## src/rtl/cam_simd_loader.sv

```systemverilog
// Batch loader for cam_simd: gathers LANES operand pairs, strobes one CAM write,
// then walks the search keys through every lane, holding each for SEARCH_CYCLES.
module cam_simd_loader #(
    parameter int LANES         = 8,
    parameter int DW            = 4,
    parameter int SEARCH_CYCLES = 2
) (
    input  logic                       clk,
    input  logic                       rst_n,
    input  logic                       flush,
    input  logic                       in_valid,
    output logic                       in_ready,
    input  logic [DW-1:0]              in_L,
    input  logic [DW-1:0]              in_R,
    input  logic [1:0]                 in_op,
    output logic                       write_en,
    output logic [LANES*DW-1:0]        data_L,
    output logic [LANES*DW-1:0]        data_R,
    output logic [3:0]                 data_and,
    output logic [7:0]                 data_or,
    output logic [11:0]                data_xor,
    output logic [1:0]                 controller,
    output logic [DW-1:0]              pe_reg_L,
    output logic [DW-1:0]              pe_reg_R,
    output logic [$clog2(LANES)-1:0]   key_idx,
    output logic                       key_strobe,
    output logic                       done,
    output logic                       err,
    output logic                       busy
);

    // state  | meaning
    // IDLE   | waiting for the first beat of a batch
    // FILL   | collecting the remaining beats into lanes 1..LANES-1
    // WRITE  | single-cycle CAM load strobe
    // SEARCH | stepping keys through lanes, SEARCH_CYCLES per key
    // DONE   | single-cycle completion (err set for unsupported add)
    typedef enum logic [2:0] {
        IDLE   = 3'd0,
        FILL   = 3'd1,
        WRITE  = 3'd2,
        SEARCH = 3'd3,
        DONE   = 3'd4
    } state_t;

    localparam int KW = $clog2(LANES);
    localparam int HW = (SEARCH_CYCLES > 1) ? $clog2(SEARCH_CYCLES) : 1;
    localparam logic [1:0] OP_ADD = 2'b11;

    state_t                 state_q, state_d;
    logic [KW-1:0]          count_q, count_d;
    logic [1:0]             op_q, op_d;
    logic [HW-1:0]          hold_q, hold_d;
    logic [KW-1:0]          key_idx_q, key_idx_d;
    logic [LANES*DW-1:0]    data_L_q, data_L_d, data_R_q, data_R_d;
    logic                   in_ready_q, in_ready_d, write_en_q, write_en_d;
    logic                   key_strobe_q, key_strobe_d, done_q, done_d;
    logic                   err_q, err_d, busy_q, busy_d;
    logic [3:0]             data_and_q, data_and_d;
    logic [7:0]             data_or_q, data_or_d;
    logic [11:0]            data_xor_q, data_xor_d;
    logic [1:0]             controller_q, controller_d;
    logic [DW-1:0]          pe_reg_L_q, pe_reg_L_d, pe_reg_R_q, pe_reg_R_d;
    logic                   accept;

    assign accept = in_valid & in_ready_q;

    always_comb begin
        state_d      = state_q;
        count_d      = count_q;
        op_d         = op_q;
        hold_d       = hold_q;
        key_idx_d    = key_idx_q;
        data_L_d     = data_L_q;
        data_R_d     = data_R_q;
        data_and_d   = data_and_q;
        data_or_d    = data_or_q;
        data_xor_d   = data_xor_q;
        controller_d = controller_q;
        pe_reg_L_d   = pe_reg_L_q;
        pe_reg_R_d   = pe_reg_R_q;

        if (flush) begin
            state_d = IDLE;
            count_d = '0;
        end else begin
            unique case (state_q)
                IDLE: begin
                    if (accept) begin
                        op_d              = in_op;
                        data_L_d[0 +: DW] = in_L;
                        data_R_d[0 +: DW] = in_R;
                        count_d           = KW'(1);
                        state_d           = FILL;
                    end
                end
                FILL: begin
                    if (accept) begin
                        data_L_d[count_q*DW +: DW] = in_L;
                        data_R_d[count_q*DW +: DW] = in_R;
                        if (count_q == KW'(LANES-1)) begin
                            count_d = '0;
                            state_d = (op_q == OP_ADD) ? DONE : WRITE;
                        end else begin
                            count_d = count_q + 1'b1;
                        end
                    end
                end
                WRITE: begin
                    state_d   = SEARCH;
                    key_idx_d = '0;
                    hold_d    = HW'(SEARCH_CYCLES-1);
                end
                SEARCH: begin
                    // hold is a down-counter; the key is complete at terminal count
                    if (hold_q == '0) begin
                        if (key_idx_q == KW'(LANES-1)) begin
                            state_d = DONE;
                        end else begin
                            key_idx_d = key_idx_q + 1'b1;
                            hold_d    = HW'(SEARCH_CYCLES-1);
                        end
                    end else begin
                        hold_d = hold_q - 1'b1;
                    end
                end
                DONE: state_d = IDLE;
                default: state_d = IDLE;
            endcase
        end

        in_ready_d   = (state_d == IDLE) || (state_d == FILL);
        busy_d       = (state_d != IDLE);
        write_en_d   = (state_d == WRITE);
        done_d       = (state_d == DONE);
        err_d        = done_d && (op_q == OP_ADD);
        key_strobe_d = 1'b0;

        if (state_d == WRITE) begin
            data_and_d = 4'b1000;
            data_or_d  = 8'b1110_0000;
            data_xor_d = 12'b0110_0000_0000;
        end
        if (state_d == SEARCH) begin
            pe_reg_L_d   = data_L_q[key_idx_d*DW +: DW];
            pe_reg_R_d   = data_R_q[key_idx_d*DW +: DW];
            controller_d = op_q;
            key_strobe_d = (hold_d == '0);
        end
    end

    always_ff @(posedge clk) begin
        if (!rst_n) begin
            state_q      <= IDLE;
            count_q      <= '0;
            op_q         <= '0;
            hold_q       <= '0;
            key_idx_q    <= '0;
            data_L_q     <= '0;
            data_R_q     <= '0;
            in_ready_q   <= 1'b0;
            write_en_q   <= 1'b0;
            key_strobe_q <= 1'b0;
            done_q       <= 1'b0;
            err_q        <= 1'b0;
            busy_q       <= 1'b0;
            data_and_q   <= '0;
            data_or_q    <= '0;
            data_xor_q   <= '0;
            controller_q <= '0;
            pe_reg_L_q   <= '0;
            pe_reg_R_q   <= '0;
        end else begin
            state_q      <= state_d;
            count_q      <= count_d;
            op_q         <= op_d;
            hold_q       <= hold_d;
            key_idx_q    <= key_idx_d;
            data_L_q     <= data_L_d;
            data_R_q     <= data_R_d;
            in_ready_q   <= in_ready_d;
            write_en_q   <= write_en_d;
            key_strobe_q <= key_strobe_d;
            done_q       <= done_d;
            err_q        <= err_d;
            busy_q       <= busy_d;
            data_and_q   <= data_and_d;
            data_or_q    <= data_or_d;
            data_xor_q   <= data_xor_d;
            controller_q <= controller_d;
            pe_reg_L_q   <= pe_reg_L_d;
            pe_reg_R_q   <= pe_reg_R_d;
        end
    end

    assign in_ready   = in_ready_q;
    assign write_en   = write_en_q;
    assign data_L     = data_L_q;
    assign data_R     = data_R_q;
    assign data_and   = data_and_q;
    assign data_or    = data_or_q;
    assign data_xor   = data_xor_q;
    assign controller = controller_q;
    assign pe_reg_L   = pe_reg_L_q;
    assign pe_reg_R   = pe_reg_R_q;
    assign key_idx    = key_idx_q;
    assign key_strobe = key_strobe_q;
    assign done       = done_q;
    assign err        = err_q;
    assign busy       = busy_q;

endmodule

```

## config.mk

```make
export PLATFORM = sky130hd
export DESIGN_NAME = cam_simd_loader
export DESIGN_NICKNAME = d
export VERILOG_FILES = /design/src/rtl/cam_simd_loader.sv
export SDC_FILE = /design/constraint.sdc
export NUM_CORES = 1
export LEC_CHECK = 0
export CAP_MARGIN = 25
export CORE_ASPECT_RATIO = 0.75
export CORE_MARGIN = 2
export CORE_UTILIZATION = 40
export CTS_CLUSTER_DIAMETER = 80
export DETAILED_ROUTE_END_ITERATION = 16
export PLACE_DENSITY = 0.69
export REMOVE_ABC_BUFFERS = 1
export SETUP_SLACK_MARGIN = 0.5
export SYNTH_ARGS = -nofsm -noshare
export SYNTH_HDL_FRONTEND = slang
export SYNTH_SLANG_ARGS = --single-unit
```

## constraint.sdc

```tcl
create_clock -name clk -period 3.05 [get_ports clk]
set_input_delay 0.61 -clock clk [delete_from_list [all_inputs] [get_ports clk]]
set_output_delay 0.61 -clock clk [all_outputs]
set_load 0.05 [all_outputs]
```

==> flow_summary.yaml, run 1 <==
layout:
  drive_gt1_frac: 0.0973
  nFillCells: 1099
  final_cell_mix: "mux2i_1, clkdlybuf4s50_1, dfxtp_1"
  fin_cells: 834
  diodes: 0
  area_growth_pct: 30.2
  layout_commonest_cell: "mux2i_1"
  fin_nets: 683
yosys:
  syn_inst: 560
  synth_flop_cell: "dfxtp_1"
  synth_enable_flop_cells: 0
  synth_seq_cells: 93
  synth.avg_cell_area_um2: 9.02
  ys_types: 47
  seq_area_frac_synth: 0.368
  synth_area_um2: 5050
  ys_warn_count: 0
  synth-async-reset-ratio: 0
route:
  drtPass1Iterations: 5
  viasPerCell: 5.39
  drtIter0Drc: 467
  vias: 4495
  drtAntennaViolNets: 0
  drt-total-wl_um: 15500
  routedWlPerCell_um: 18.6
  drc_errors: 0
power:
  powerDensity_nw_per_um2: 389
  ir_drop_mv: 0.292
  leakage_uw: 0.00249
  power_uw: 2560
worst_setup_path:
  max_stage_delay_ps: 550
  endpoint_kind: "flop"
  worstPathCellList: "or3b_1 -> or4b_4 -> a21bo_2 -> nor3_2 -> o211ai_1 -> nand3_1"
  start_kind: "flop"
  cp_data_arrival_time_ps: 2720
  path_class: "flop to flop"
  cpMaxStageDelayCell: "or4b_4"
  critPathBufInv: 0
  crit_fanout: 6
  cp.required_ps: 3340
  cp_top_family: "simple AND/OR/NAND/NOR gates"
cts:
  cts_tree: "built"
  path_clk_slew_ps: 70
  clk_latency_ps: 350
  postCtsSetupRepairBufs: 0
  h-tree-depth: 3
  numCtsBuffers: 9
  clock_sink_count: 93
  clockRootBuffer: "clkbuf_16"
  clockBufferDepth: 2
timing:
  fin_crit_sh: 0.795
  report.final.hold_viol_count: 0
  relSlewSlack: 0.527
  fin_ws_ps: 627
  setup_viol: 0
  skew_ps: 7.28
  finalMaxSlewViolations: 0
  period_minus_slack_ps: 2420
  rsz0062_at_grt: "no"
  worst_pin_slew_ps: 710
  clock.fmax_mhz: 413
status:
  status: "finished clean"
global_route:
  grt_pass1_vias: 4260
  antenna_found_initial: 0
  grt_max_degree: 78
  grt_usage: 0.230
  gr-total-overflow: 0
  grt_pass1_wl_um: 23800
floorplan:
  rows: 35
  fp.dieH_um: 101
  core_area_um2: 12300
  ioPinCount: 121
  die-area_um2: 13600
  die_x_um: 134
  start_util: 0.411
place:
  dp_cells: 818
  dpl_worst_slack_ps: 195
  globalplace.congestion: 0.866
  io_buffers: 102
  dp_hpwl_um: 11300
worst_hold_path:
  min_path_type: "flop to flop"
job:
  max-cap-violations: 0
==> metal layers <==
| metal | track usage | up-vias | part of all wire |
|---|---|---|---|
| met4 | 0.0696 | 0 | 0.014 |
| met5 | 0 | - | 0 |
| met1 | 0.337 | 2151 | 0.48 |
| met2 | 0.333 | 188 | 0.43 |
| li1 | - | 2136 | - |
| met3 | 0.0536 | 20 | 0.078 |
==> tightest hold or removal path, cell delays in order (launching register included) <==
cell and delay [ps]:
dfxtp_1 330, nand2_1 60, a21boi_0 60
==> final timing paths <==
check / start / endpoint / slack (ps) / cells after the start
min: data_L[25]$_SDFFE_PN0P_ / data_L[25]$_SDFFE_PN0P_ / 500 / 2
min reg2reg: data_L[25]$_SDFFE_PN0P_ / data_L[25]$_SDFFE_PN0P_ / 500 / 2
max reg2reg: state_q[1]$_SDFF_PN0_ / pe_reg_R[1]$_SDFFE_PN0N_ / 630 / 6
max: state_q[1]$_SDFF_PN0_ / pe_reg_R[1]$_SDFFE_PN0N_ / 630 / 6
==> registers in the layout (all words and copies together) (netlist names) <==
signal and flops:
busy 1, controller 2, count_q 3, data_L 32, data_R 32, data_xor 1, done 1, err 1
hold_q 1, in_ready 1, key_idx 3, key_strobe 1, op_q 2, pe_reg_L 4, pe_reg_R 4, state_q 3
write_en 1
==> cell type report <==
class | count | area [um^2] | area share
multi-input combinational | 417 | 2940 | 0.447
sequential | 93 | 1870 | 0.284
timing repair buffer | 128 | 1210 | 0.184
clock buffer | 11 | 243 | 0.0369
tap | 166 | 208 | 0.0316
clock inverter | 5 | 58.8 | 0.00894
inverter | 14 | 52.6 | 0.00799
==> Yosys cell counts (2+ instances only) <==
cell type	n	area, um^2
nor2_1	18	67.6
ha_1	6	75.1
nor3_1	10	50.1
and2_1	5	31.3
mux2i_1	103	1030
nor3b_1	2	15.0
clkbuf_1	21	78.8
nor4_1	3	18.8
a22oi_1	14	105
dfxtp_1	93	1860
a21oi_1	7	35.0
nand2_1	72	270
a21boi_0	32	240
nand2b_1	5	31.3
nor2b_1	43	269
a31oi_1	3	18.8
inv_1	14	52.6
o21ai_0	2	10.0
buf_4	23	173
buf_2	8	40.0
o211ai_1	19	143
mux2_2	7	78.8
nand4_1	3	18.8
o21a_1	4	30.0
nand3_1	21	105
==> through the flow <==
| step | setup TNS, ps | hold slack (ps) | util | instance area [um^2] |
|---|---|---|---|---|
| floorplan | -2080 | 486 | - | 4810 |
| global placement | 0 | 488 | 0.507 | 6240 |
| detailed placement | 0 | 494 | 0.507 | 6240 |
| CTS | 0 | 504 | 0.532 | 6550 |
| global route | 0 | 524 | 0.535 | 6580 |
| finish | 0 | 501 | 0.535 | 6580 |
==> cell families (layout without fill, tap and decap cells) <==
logic type               count (synthesis)  count (layout)  share of synthesized area
adder cells (fa/ha/maj)                  6               6                     0.0149
AND/OR/NAND/NOR                        192             192                      0.190
AO/OA/AOI/OAI                           90              90                      0.131
buffers and inverters                   67             158                     0.0703
multiplexers                           111             111                      0.224
flip-flops                              93              93                      0.369
other                                    1              18                   0.000742
==> where the power goes <==
part	switching (uW)	total, uW	internal, uW
clock	484	1140	659
sequential	7.93	1230	1220
combinational	132	188	56.2
==> what timing repair did <==
| item | CTS | global route |
|---|---|---|
| setup endpoints to repair | 14 | 45 |
| gates cloned | 0 | 0 |
| resized for setup | 2 | 9 |
| hold buffers | 0 | 0 |
(Power assumes the default switching activity.)
==> run 2: changes to the inputs <==
--- a/config.mk
+++ b/config.mk
@@ -11,7 +11,7 @@
 export CORE_UTILIZATION = 40
 export CTS_CLUSTER_DIAMETER = 80
 export DETAILED_ROUTE_END_ITERATION = 16
-export PLACE_DENSITY = 0.69
+export PLACE_DENSITY = 0.71
 export REMOVE_ABC_BUFFERS = 1
 export SETUP_SLACK_MARGIN = 0.5
 export SYNTH_ARGS = -nofsm -noshare
==> constraint.sdc (replaced) <==
create_clock -name clk -period 2.08 [get_ports clk]
set_input_delay 0.416 -clock clk [delete_from_list [all_inputs] [get_ports clk]]
set_output_delay 0.416 -clock clk [all_outputs]
set_load 0.05 [all_outputs]
==> run 2 against run 1 <==
  * The run now ends with negative setup slack left
  * Worst hold slack got worse by 6.4 ps
  * Clock skew fell by 2.1 ps
  * Critical path type unchanged
  * Largest power group unchanged
  * Non-clock buffer count grew 95
  * Combinational power rose by 98%
  * Clock power rose by 51%
==> flow_summary.yaml, run 2 (same netlist as run 1, synthesis figures left out) <==
timing:
  worst_pin_slew_ps: 670
  relSlewSlack: 0.554
  finalSetupTns_ps: -3160
  fin_crit_sh: 1.07
  setup_viol: 33
  whs_ps: 494
  fin_ws_ps: -154
  period_minus_slack_ps: 2230
  finalMaxSlewViolations: 0
  report.final.hold_viol_count: 0
  rsz0062_at_grt: "yes"
  clock.fmax_mhz: 448
  skew_ps: 5.21
route:
  drt-total-wl_um: 18700
  drtPass1Iterations: 5
  viasPerCell: 5.52
  drc_errors: 0
  drtAntennaViolNets: 0
  vias: 5128
  routedWlPerCell_um: 20.2
  drtIter0Drc: 427
cts:
  clockRootBuffer: "clkbuf_16"
  hold_buffers: 0
  numCtsBuffers: 9
  path_clk_slew_ps: 70
  h-tree-depth: 3
  clock_sink_count: 93
  cts_tree: "built"
  clk_latency_ps: 350
  clockBufferDepth: 2
floorplan:
  rows: 35
  ioPinCount: 121
  die_x_um: 134
  core_area_um2: 12300
  fp.dieH_um: 101
  start_util: 0.411
  die-area_um2: 13600
layout:
  fin_area_um2: 8020
  diodes: 0
  layout_commonest_cell: "mux2i_1"
  drive_gt1_frac: 0.471
  final_cell_mix: "mux2i_1, dfxtp_1, buf_4"
  fin_nets: 778
  area_growth_pct: 58.6
worst_setup_path:
  path_class: "flop to flop"
  start_kind: "flop"
  endpoint_kind: "flop"
  crit_fanout: 5
  worstPathCellList: "buf_6 -> buf_6 -> inv_4 -> ha_4 -> ha_4 -> nand2b_4 -> or4_4 -> buf_4 -> nor2_4 -> buf_6 -> nand2_2 -> a21boi_1"
  max_stage_delay_ps: 480
  cp.required_ps: 2360
  cpMostUsedCell: "buf_6"
  cp_data_arrival_time_ps: 2520
  cpMaxStageDelayCell: "or4_4"
global_route:
  grt_pass1_vias: 5077
  antenna_found_initial: 0
  grt_max_degree: 78
  gr-total-overflow: 0
  grt_usage: 0.269
  grt_pass1_wl_um: 27900
worst_hold_path:
  min_path_type: "flop to flop"
power:
  powerDensity_nw_per_um2: 485
  switchingPower_uw: 971
  swShare: 0.249
  internal_power_uw: 2920
  pwr-share-seq: 0.462
  ir_drop_mv: 0.370
  leakage_uw: 0.00335
  power.share.combinational: 0.096
  clockPowerShare: 0.443
job:
  max-cap-violations: 0
place:
  dp_hpwl_um: 12300
  place_area_um2: 6730
  io_buffers: 102
  globalplace.congestion: 0.902
status:
  failed_checks: "negative setup slack"
  status: "complete, but fails checks"
[run 2: cell count changes in the layout (fill, tap and decap cells not counted), moves of 10 or more]
cell,before,now
nand2_2,0,20
nand2_1,72,49
buf_12,0,10
a21boi_1,0,19
clkdlybuf4s15_2,0,28
nand3_2,1,12
buf_4,26,72
nor2_1,17,7
nand3_1,20,5
clkdlybuf4s50_1,101,10
a21boi_0,32,0
a21boi_2,0,13
buf_6,0,38
buf_2,1,48
[run 2: what timing repair did]
item | 4_1_cts | 5_1_grt
pin swaps | 67 | 27
resized for setup | 486 | 118
setup buffers | 28 | 12
endpoints found under the setup margin | 172 | 130
cloned | 0 | 1
[run 2: worst paths after layout]
check | endpoint | cells past startpoint | slack, ps | start
hold / removal | data_R[16]$_SDFFE_PN0P_ | 2 | 490 | data_R[16]$_SDFFE_PN0P_
setup reg to reg | data_L[15]$_SDFFE_PN0P_ | 12 | -150 | count_q[0]$_SDFFE_PP0P_
setup / recovery | data_L[15]$_SDFFE_PN0P_ | 12 | -150 | count_q[0]$_SDFFE_PP0P_
hold reg to reg | data_R[16]$_SDFFE_PN0P_ | 2 | 490 | data_R[16]$_SDFFE_PN0P_
[run 2: worst max-delay path, delay by kind of cell, from the launching register on]
| kind | cells | cell delay [ps] |
|---|---|---|
| and+or+nand+nor | 4 | 800 |
| AOI/OAI and AO/OA | 1 | 130 |
| DFF | 1 | 360 |
| buffers and inverters | 5 | 560 |
| adders and majority gates | 2 | 310 |
[run 2: final cells by class]
type                       instances  area [um^2]
clock buffer                      13          260
clock inverter                     3         43.8
fill                             911         4290
inverter                          14         58.8
multi-input combinational        417         3570
sequential                        93         1880
tap                              166          208
timing repair buffer             223         2000
[run 2: power by group through the flow]
stage	clock network (uW)	logic (uW)	registers (uW)
2_1_floorplan	0	140	1860
4_1_cts	1720	342	1800
3_5_place_dp	0	290	1840
6_report	1720	372	1800
5_1_grt	1800	387	1800
3_3_place_gp	0	286	1840
[run 2: through the flow]
step           total power, uW  utilization  setup WS (ps)  std cells
2_1_floorplan             2000            -          -1330        524
3_3_place_gp              2120        0.547           -417        872
3_5_place_dp              2130        0.547           -470        872
4_1_cts                   3860        0.639          -95.3        916
5_1_grt                   3980        0.651           -231        929
6_report                  3890        0.651           -154        929
[run 2: routing by layer]
layer | track usage | vias up | wire length (um)
met5 | 0 | - | 0
met3 | 0.0606 | 34 | 1370
li1 | - | 2335 | -
met2 | 0.429 | 242 | 8770
met4 | 0.0990 | 0 | 406
met1 | 0.359 | 2517 | 8200
==> run 3: changes to the inputs <==
--- a/config.mk
+++ b/config.mk
@@ -14,6 +14,7 @@
 export PLACE_DENSITY = 0.71
 export REMOVE_ABC_BUFFERS = 1
 export SETUP_SLACK_MARGIN = 0.5
+export SKIP_LAST_GASP = 1
 export SYNTH_ARGS = -nofsm -noshare
 export SYNTH_HDL_FRONTEND = slang
 export SYNTH_SLANG_ARGS = --single-unit
==> run 3 against run 2 <==
  * The run still ends with negative setup slack left
  * Non-clock buffer count down 2
  * Worst hold slack improved by 8.7 ps
  * Cell count is 0.22% lower
  * Cell area is 0.12% higher
  * Combinational power about the same
  * First-iteration DRC count is 5.9% lower
  * Routed wire length grew 1.3%
  * Global-route usage shrank 0.16 points
  * Core utilization grew 0.081 points
  * Flip-flop and latch count did not move
  * Critical path type unchanged
  * Highest routed layer unchanged
==> flow_summary.yaml, run 3 (same netlist as run 1, synthesis figures left out) <==
global_route:
  antenna_found_initial: 0
  grt_max_degree: 78
  grt_pass1_vias: 5065
  grt_usage: 0.267
  gr-total-overflow: 0
  grt_pass1_wl_um: 27900
timing:
  worst_pin_slew_ps: 674
  rsz0062_at_grt: "yes"
  fin_crit_sh: 1.07
  report.final.hold_viol_count: 0
  period_minus_slack_ps: 2230
  whs_ps: 503
  setup_viol: 56
  skew_ps: 5.78
  clock.fmax_mhz: 448
  relSlewSlack: 0.550
  finalMaxSlewViolations: 0
  fin_ws_ps: -154
place:
  place_area_um2: 6730
  dp_cells: 872
  io_buffers: 102
  dp_hpwl_um: 12300
  globalplace.congestion: 0.902
job:
  max-cap-violations: 0
route:
  drtAntennaViolNets: 0
  vias: 5198
  drt-total-wl_um: 19000
  routedWlPerCell_um: 20.5
  viasPerCell: 5.61
  drtIter0Drc: 402
  drc_errors: 0
  drtPass1Iterations: 5
cts:
  numCtsBuffers: 9
  clockBufferDepth: 2
  hold_buffers: 0
  h-tree-depth: 3
  clockRootBuffer: "clkbuf_16"
  clk_latency_ps: 350
  clock_sink_count: 93
  cts_tree: "built"
  path_clk_slew_ps: 70
floorplan:
  rows: 35
  core_area_um2: 12300
  ioPinCount: 121
  die-area_um2: 13600
  die_x_um: 134
  fp.dieH_um: 101
  start_util: 0.411
layout:
  diodes: 0
  final_cell_mix: "mux2i_1, dfxtp_1, buf_4"
  fin_area_um2: 8030
  fin_cells: 927
  area_growth_pct: 58.8
  layout_commonest_cell: "mux2i_1"
  fin_nets: 776
  drive_gt1_frac: 0.466
power:
  leakage_uw: 0.00334
  ir_drop_mv: 0.402
  powerDensity_nw_per_um2: 484
  power_uw: 3880
worst_setup_path:
  endpoint_kind: "flop"
  cp.required_ps: 2340
  max_stage_delay_ps: 460
  cp_top_family: "simple AND/OR/NAND/NOR gates"
  critPathBufInv: 5
  worstPathCellList: "buf_6 -> buf_6 -> inv_4 -> ha_4 -> ha_4 -> nand2b_4 -> or4_4 -> nor2_4 -> clkbuf_16 -> buf_4 -> a21oi_2 -> nor2b_1"
  cpMaxStageDelayCell: "or4_4"
  crit_fanout: 4
  path_class: "flop to flop"
  cp_data_arrival_time_ps: 2500
  start_kind: "flop"
status:
  status: "complete, but fails checks"
  failed_checks: "negative setup slack"
worst_hold_path:
  min_path_type: "flop to flop"
[run 3: layout make-up]
class,instances,area [um^2]
Inverter,14,58.8
Clock inverter,3,43.8
Clock buffer,13,260
Tap cell,166,208
Timing Repair Buffer,221,2010
Sequential cell,93,1880
Fill cell,915,4280
Multi-Input combinational cell,417,3570
[run 3: worst reg2reg max path: stages (launching register included)]
cell	delay (ps)
dfxtp_4	360
buf_6	90
buf_6	90
inv_4	30
ha_4	150
ha_4	160
nand2b_4	130
or4_4	460
nor2_4	170
clkbuf_16	180
buf_4	100
a21oi_2	40
nor2b_1	180
[run 3: layer usage]
metal | up-vias | GRT usage | share of wire | wire length (um)
met3 | 49 | 0.0581 | 0.082 | 1560
met2 | 265 | 0.424 | 0.46 | 8700
met5 | - | 0 | 0 | 0
li1 | 2329 | - | - | -
met1 | 2555 | 0.360 | 0.43 | 8170
met4 | 0 | 0.0957 | 0.029 | 550
[run 3: per-stage QoR]
| stage | TNS [ps] | setup slack [ps] | util |
|---|---|---|---|
| final | -4330 | -154 | 0.652 |
| after global routing | -8890 | -238 | 0.652 |
| after CTS | -1070 | -95.3 | 0.638 |
| after detailed placement | -20440 | -470 | 0.547 |
| after global placement | -17550 | -417 | 0.547 |
| after floorplan | -23250 | -1330 | - |
[run 3: final timing paths]
kind                                start                 endpoint  slack [ps]  cells past startpoint
hold reg to reg   data_L[18]$_SDFFE_PN0P_  data_L[18]$_SDFFE_PN0P_         500                      2
setup / recovery  count_q[0]$_SDFFE_PP0P_  data_R[23]$_SDFFE_PN0P_        -150                     12
hold / removal    data_L[18]$_SDFFE_PN0P_  data_L[18]$_SDFFE_PN0P_         500                      2
setup reg to reg  count_q[0]$_SDFFE_PP0P_  data_R[23]$_SDFFE_PN0P_        -150                     12
[run 3: report_power, final]
part / leakage, uW / total [uW] / internal (uW) / switching (uW)
Sequential: 0.000754 / 1800 / 1790 / 9.26
Combinational: 0.00243 / 369 / 130 / 238
Clock: 0.000150 / 1720 / 1000 / 719
[run 3: what timing repair did]
action / CTS / global route
resized for setup: 477 / 120
gates cloned: 0 / 1
setup buffers: 28 / 10
pin swaps: 64 / 31
endpoints found under the setup margin: 172 / 127
